`config.mk`:
```
export PLATFORM = sky130hd
export DESIGN_NAME = capture_framer
export DESIGN_NICKNAME = d
export VERILOG_FILES = /design/src/rtl/logicap_pkg.sv /design/src/rtl/capture_framer.sv
export SDC_FILE = /design/constraint.sdc
export NUM_CORES = 1
export LEC_CHECK = 0
export ABC_AREA = 1
export BUFFER_PORTS_ARGS = -buffer_cell sky130_fd_sc_hd__buf_4
export CORE_MARGIN = 2
export CORE_UTILIZATION = 49
export CTS_BUF_LIST = sky130_fd_sc_hd__clkbuf_16
export CTS_CLUSTER_DIAMETER = 40
export DETAILED_ROUTE_END_ITERATION = 6
export PLACE_DENSITY = 0.87
export SYNTH_ARGS = -nofsm -noshare
export SYNTH_HDL_FRONTEND = slang
export SYNTH_SLANG_ARGS = --single-unit
export TNS_END_PERCENT = 50
```
`constraint.sdc`:
```
create_clock -name clk -period 1.9 [get_ports clk]
set_input_delay 0.19 -clock clk [delete_from_list [all_inputs] [get_ports clk]]
set_output_delay 0.19 -clock clk [all_outputs]
set_load 0.02 [all_outputs]
```
`src/rtl/logicap_pkg.sv`:
```
// Shared definitions for the logic-capture datapath: framer states and header constants.
package logicap_pkg;

    typedef enum logic [2:0] {
        IDLE,
        HDR0,
        HDR1,
        HDR2,
        DATA
    } framer_state_t;

    localparam int          HDR_WORDS     = 3;
    localparam logic [31:0] DEFAULT_MAGIC = 32'h4C434150;

endpackage

```
`src/rtl/capture_framer.sv`:
```
// Wraps one capture's worth of FIFO samples in a 3-word header (magic, trigger
// position, sample count) and streams the framed record toward the DMA engine.
module capture_framer
    import logicap_pkg::*;
#(
    parameter int          size    = 32,
    parameter int          saddr_w = 24,
    parameter logic [31:0] MAGIC   = DEFAULT_MAGIC
) (
    input  logic               clk,
    input  logic               reset_n,
    input  logic               start,
    input  logic               abort,
    input  logic [saddr_w-1:0] buffer_size,
    input  logic [saddr_w-1:0] trigger_pos,
    input  logic [size-1:0]    s_tdata,
    input  logic               s_tvalid,
    input  logic               s_tlast,
    output logic               s_tready,
    output logic [size-1:0]    m_tdata,
    output logic               m_tvalid,
    output logic               m_tlast,
    input  logic               m_tready,
    output logic               busy,
    output logic               done,
    output logic               truncated,
    output logic               aborted
);

    framer_state_t      state, state_nxt;
    logic [saddr_w-1:0] len, tpos, count;
    logic [saddr_w-1:0] last_idx;
    logic               truncated_q, done_q, aborted_q;
    logic               data_hs, frame_end;

    assign last_idx  = len - saddr_w'(1);
    assign data_hs   = (state == DATA) && s_tvalid && m_tready;
    assign frame_end = m_tvalid && m_tready && m_tlast;

    assign busy      = (state != IDLE);
    assign done      = done_q;
    assign truncated = truncated_q;
    assign aborted   = aborted_q;

    always_comb begin
        state_nxt = state;
        m_tdata   = '0;
        m_tvalid  = 1'b0;
        m_tlast   = 1'b0;
        s_tready  = 1'b0;
        unique case (state)
            IDLE: begin
                if (start) state_nxt = HDR0;
            end
            HDR0: begin
                m_tvalid = 1'b1;
                m_tdata  = size'(MAGIC);
                if (m_tready) state_nxt = HDR1;
            end
            HDR1: begin
                m_tvalid = 1'b1;
                m_tdata  = size'(tpos);
                if (m_tready) state_nxt = HDR2;
            end
            HDR2: begin
                m_tvalid = 1'b1;
                m_tdata  = size'(len);
                m_tlast  = (len == '0);
                if (m_tready) state_nxt = (len == '0) ? IDLE : DATA;
            end
            DATA: begin
                // Zero-latency pass-through so the FIFO sees the DMA's back-pressure directly.
                m_tvalid = s_tvalid;
                m_tdata  = s_tdata;
                s_tready = m_tready;
                m_tlast  = (count == last_idx) || s_tlast;
                if (data_hs && m_tlast) state_nxt = IDLE;
            end
            default: state_nxt = IDLE;
        endcase
        if (abort && state != IDLE) state_nxt = IDLE;
    end

    always_ff @(posedge clk or negedge reset_n) begin
        if (!reset_n) begin
            state <= IDLE;
        end else begin
            state <= state_nxt;
        end
    end

    // Abort suppresses done and truncation even if the aborting cycle also completed the frame.
    always_ff @(posedge clk or negedge reset_n) begin
        if (!reset_n) begin
            len         <= '0;
            tpos        <= '0;
            count       <= '0;
            truncated_q <= 1'b0;
            done_q      <= 1'b0;
            aborted_q   <= 1'b0;
        end else begin
            done_q    <= 1'b0;
            aborted_q <= 1'b0;
            if (state == IDLE) begin
                if (start) begin
                    len         <= buffer_size;
                    tpos        <= trigger_pos;
                    count       <= '0;
                    truncated_q <= 1'b0;
                end
            end else if (abort) begin
                aborted_q <= 1'b1;
            end else begin
                if (frame_end) done_q <= 1'b1;
                if (data_hs) begin
                    count <= count + saddr_w'(1);
                    if (s_tlast && count != last_idx) truncated_q <= 1'b1;
                end
            end
        end
    end

endmodule

```
=== Yosys cells after proc, flatten, opt, wreduce, memory -nomap -nowiden ===
Cells that the tools add are included.
Widths: inputs -> output; s select.

* Add/sub/neg operators: 2
* $mul: 0
* Divide/modulo/power cells: 0
* Order comparisons: 0
* Eq/ne operators: 13
* Shift-type cells: 0
* Multiplexer cells: 26
* Bitwise logic cells: 0
* Reductions and logical operators: 18

{| class="wikitable"
|+ Operators by type and width
! kind !! number
|-
| $pmux 32 s4 || 1
|-
| $mux 24 || 4
|-
| $add 24x1->24 const B || 1
|-
| $eq 24x24->1 || 1
|-
| $logic_not 24->1 || 1
|-
| $ne 24x24->1 || 1
|-
| $sub 24x1->24 const B || 1
|-
| $mux 3 || 7
|-
| $pmux 3 s5 || 1
|-
| $ne 3x3->1 const B || 4
|-
| $mux 1 || 11
|-
| $logic_and 1x1->1 || 7
|-
| $eq 3x2->1 const B || 2
|-
| $reduce_and 5->1 || 1
|-
| $pmux 1 s2 || 2
|-
| $reduce_and 4->1 || 1
|-
| $reduce_bool 2->1 || 2
|-
| $eq 3x1->1 const B || 1
|-
| $eq 3x3->1 const B || 1
|-
| $logic_not 3->1 || 1
|-
| $ne 3x1->1 const B || 1
|-
| $reduce_and 3->1 || 1
|-
| $reduce_bool 3->1 || 1
|-
| $reduce_or 3->1 || 1
|-
| 4 further kinds || 4
|}

* Flip-flop bits (word level): 78
* Bits in latches: 0
* Memory bits (writable): 0
* ROM bits: 0
* Output and inout bits: 39
* Word-level logic and storage cells: 66
* Memories: 0

=== Depth between registers and ports, before layout ===
* Depth after elaboration: 8
* Depth in mapped cells: 19

=== Worst setup path before layout ===
No wires, ideal clock.

* Path type: reg-to-output
* Start point: register len[0]
* End point: output port m_tlast
* Arrival: 1.753 ns
* Slack: -0.043 ns
* Cell stages (with the launch flop): 16
* Cells stage by stage: dfrtp_1 > inv_2 > ha_1 > nand2_2 > nor2_4 > buf_6 > nand3b_1 > nand2_1 > nand3_1 > nor2_1 > nand2_1 > nor2_1 > nand2_1 > nand2_1 > nand2_1 > nand2_1

* Longest elaborated chain between the ends: 4

{| class="wikitable"
|+ Ends and longest elaborated chain
! element !! line !! RTL
|-
| start, declared || capture_framer.sv:31 || <nowiki>logic [saddr_w-1:0] len, tpos, count;</nowiki>
|-
| start signal, assigned || capture_framer.sv:106 || <nowiki>len <= buffer_size;</nowiki>
|-
| $sub 24x1->24 || capture_framer.sv:36 || <nowiki>assign last_idx = len - saddr_w'(1);</nowiki>
|-
| $eq 24x24->1 || capture_framer.sv:76 || <nowiki>m_tlast = (count == last_idx) || s_tlast;</nowiki>
|-
| $logic_or 1x1->1 || capture_framer.sv:76 ||
|-
| $pmux 1 s2 * || capture_framer.sv:51 || <nowiki>unique case (state)</nowiki>
|-
| end, declared || capture_framer.sv:22 || <nowiki>output logic m_tlast,</nowiki>
|}

Mark *: on every way between the ends. The rest lies on a longest branch, timed or not.

=== Final worst setup path ===
* Start point: register len[5]
* End point: output port m_tlast

Same word-level chain as after synthesis.

==> out/metrics.yaml <==
pwr:
  clockPowerShare_pct: 14.4
  irDropWorstVdd_v: 0.001143
  power.total_mw: 12.57
  powerDensity_mw_per_mm2: 1563
  p_leak_nw: 4.090
  switching_share_pct: 48.75
  comb_power_share_pct: 63.0
  internal-power_mw: 6.440
  pwr-share-seq_pct: 22.6
  netSwitchingPower_mw: 6.126
setup_path:
  worstSetupStartpointType: "register"
  critPathArrivalTime_ps: 2650
  required_ps: 1710
  crit_type: "reg2out"
  critPathMaxStageDelay_ps: 410
  worstPathCellList: "nor2_1 > nand2_1 > nor2_4 > buf_4 > nand2_1 > nand2_1 > nand2_1 > nand3_1 > nor2_2 > nand2_1 > nor2_2 > nand2_1 > nand2_2 > nand2_2 > nand2_2 > buf_6"
  critPathMaxFanout: 7
  critPathCaptureType: "output port"
  crit_top_cell: "nand2_1"
  cp_slowest_cell: "dfrtp_1"
placement:
  place_ws_ps: -302.6
  dpl_cell_area_sq_mm: 0.007056
  portBuffers: 125
  dp_hpwl_mm: 12.03
  place_congestion: 0.9422
  dpl.cell_count: 1098
global_routing:
  grt_pass1_wl_mm: 30.19
  grt_max_degree: 80
  antenna_found_initial: 0
  grt.overflow.total: 0
  track_usage_pct: 34.13
  grt_pass1_vias: 6267
logic_synthesis:
  synth_top_family_by_area: "simple AND/OR/NAND/NOR gates"
  avgSynthCellArea_sq_um: 6.849
  yosysUniqueCellTypes: 42
  yosys.area_share.simple_pct: 37.34
  netlist_area_sq_mm: 0.005177
  yosys.area_share.adder_pct: 0.4833
  yosysTopAreaCell: "dfrtp_1"
  synth_mux_area_share_pct: 0
  synth_edf_count: 0
  yosysMostFrequentCell: "nand2_1"
  synth_compound_area_share_pct: 10.75
  async_reset_ff_share_pct: 100.0
  syn-num-nets: 845
  synthXorXnorAreaFrac_pct: 4.712
  synth_top_area_share_pct: 37.70
  ys_ff_latch: 78
  synthFlopType: "dfrtp_1"
  syn_inst: 756
  synthTopCellsByArea: "dfrtp_1 (38%), nand2_1 (20%), inv_1 (6.2%), nor2_1 (4.9%), o21ai_0 (3.3%)"
  synth_warnings: 0
  synth_common_cells: "nand2_1 (271), inv_1 (86), dfrtp_1 (78), nor2_1 (67), o21ai_0 (34)"
  synth-seq-area-share_pct: 37.70
sta:
  finalWorstSetupSlack_ps: -942.8
  setup_viol_count_final: 43
  slew_violations: 0
  hold_viol_final: 0
  slew_headroom_pct: 65.03
  fin_tns_setup_ps: -7364
  rsz0062_at_grt: "yes"
  fmax_mhz: 351.8
  tightest_slew_ps: 524.5
  fin_worst_skew_ps: 12.98
  min_period_ps: 2843
  post-route-period-util_pct: 149.6
  hold_ws_ps: 42.79
outcome:
  violations: "DRC, setup timing"
  status: "complete, but fails checks"
floorplan:
  die-area_sq_mm: 0.01140
  ios: 126
  rows: 37
  core_area_sq_mm: 0.01028
  die_y_um: 106.8
  die_w_um: 106.8
  initial_core_util_pct: 50.38
clock_network:
  cts_made_buffers: 9
  clock_latency_ps: 350
  numClockSinks: 78
  clk_pin_slew_ps: 60
  cts_root_buffer: "clkbuf_16"
  cts.path.max_buffers: 2
  cts_tree: "done"
  cts-htree-levels: 3
final_layout:
  final_nets: 1091
  design_area_sq_mm: 0.008038
  syn2layout_area_growth_pct: 55.24
  final_core_util_pct: 78.21
  layout-drive-gt1-share_pct: 39.13
  fin_cells: 1143
  insertedDiodeCount: 0
drt:
  via_count: 7304
  wl_per_cell_um: 22.97
  totalWireLength_mm: 26.25
  drc: 3
  viasPerCell: 6.390
  drtIter0Drc: 1173
  first_pass_iters: 7
  final_antenna_net_count: 0
hold_path:
  hold_class: "in2reg"
job:
  maxCapViolCount: 0
power by group through the flow:
stage | combinational [mW] | sequential [mW] | clock, mW
final | 7.91 | 2.84 | 1.82
after global routing | 8.16 | 2.87 | 1.84
after CTS | 6.68 | 2.66 | 1.71
after detailed placement | 6.05 | 2.67 | 0
after global placement | 5.92 | 2.65 | 0
after floorplan | 3.28 | 2.64 | 0
flip-flops by register name (all words and copies together), names as in the netlist:
signal and count:
aborted 1, done 1, truncated 1, count 24, tpos 24, state 3
len 24
final timing paths:
check / from / end / slack [ps] / cells past startpoint
hold / removal: trigger_pos[22] / tpos[22]$_DFFE_PN0P_ / 40 / 3
setup reg to reg: len[5]$_DFFE_PN0P_ / state[0]$_DFFE_PN0P_ / -720 / 18
hold reg to reg: truncated$_DFFE_PN0P_ / truncated$_DFFE_PN0P_ / 500 / 2
setup / recovery: len[5]$_DFFE_PN0P_ / m_tlast / -940 / 16
max in group asynchronous: reset_n / count[19]$_DFFE_PN0P_ / 880 / 3
min in group asynchronous: reset_n / tpos[0]$_DFFE_PN0P_ / 360 / 2
cell type report:
type / count / area [sq um]
Clock buffer: 9 / 225.2
Clock inverter: 7 / 66.31
Fill cell: 509 / 2240
Inverter: 98 / 382.9
Multi-Input combinational cell: 558 / 3097
Sequential cell: 78 / 1953
Tap cell: 136 / 170.2
Timing Repair Buffer: 257 / 2143
critical path: cells and delay by family (launching register included):
kind	cells	cell delay, ps
simple gates	14	1630
flops	1	410
buf+inv	2	270
cell usage in the layout (no fill, tap or decap), drive strengths merged, types with 15 or more instances in the layout:
cell type / Yosys / routed
o211ai: 17 / 17
xor2: 15 / 15
buf: 3 / 255
nand2: 280 / 280
a21oi: 17 / 17
nand3: 35 / 35
o21ai: 40 / 40
dfrtp: 78 / 78
nand4: 15 / 15
nor2: 84 / 84
inv: 94 / 95
routing by layer:
layer	wire length, um	track usage, %	vias up
met5	0	0	-
met2	11420	56.10	871
met4	2734	18.83	0
met1	8201	40.24	3240
li1	-	-	2887
met3	3903	9.666	306
kinds of logic (layout without fill, tap and decap cells):
kind of cell             Yosys count  count (layout)
AO/OA/AOI/OAI                     91              91
buffers and inverters            120             371
adder cells (fa/ha/maj)            2               2
flip-flops                        78              78
XOR/XNOR                          27              27
AND/OR/NAND/NOR                  438             438
repair_timing:
action | in CTS | in global routing
resized for setup | 43 | 84
setup endpoints to repair | 39 | 47
pin swaps | 26 | 37
hold buffers | 1 | 0
hold endpoints to repair | 33 | 0
buffers inserted | 14 | 14
cloned | 3 | 1
(Power assumes the default switching activity.)
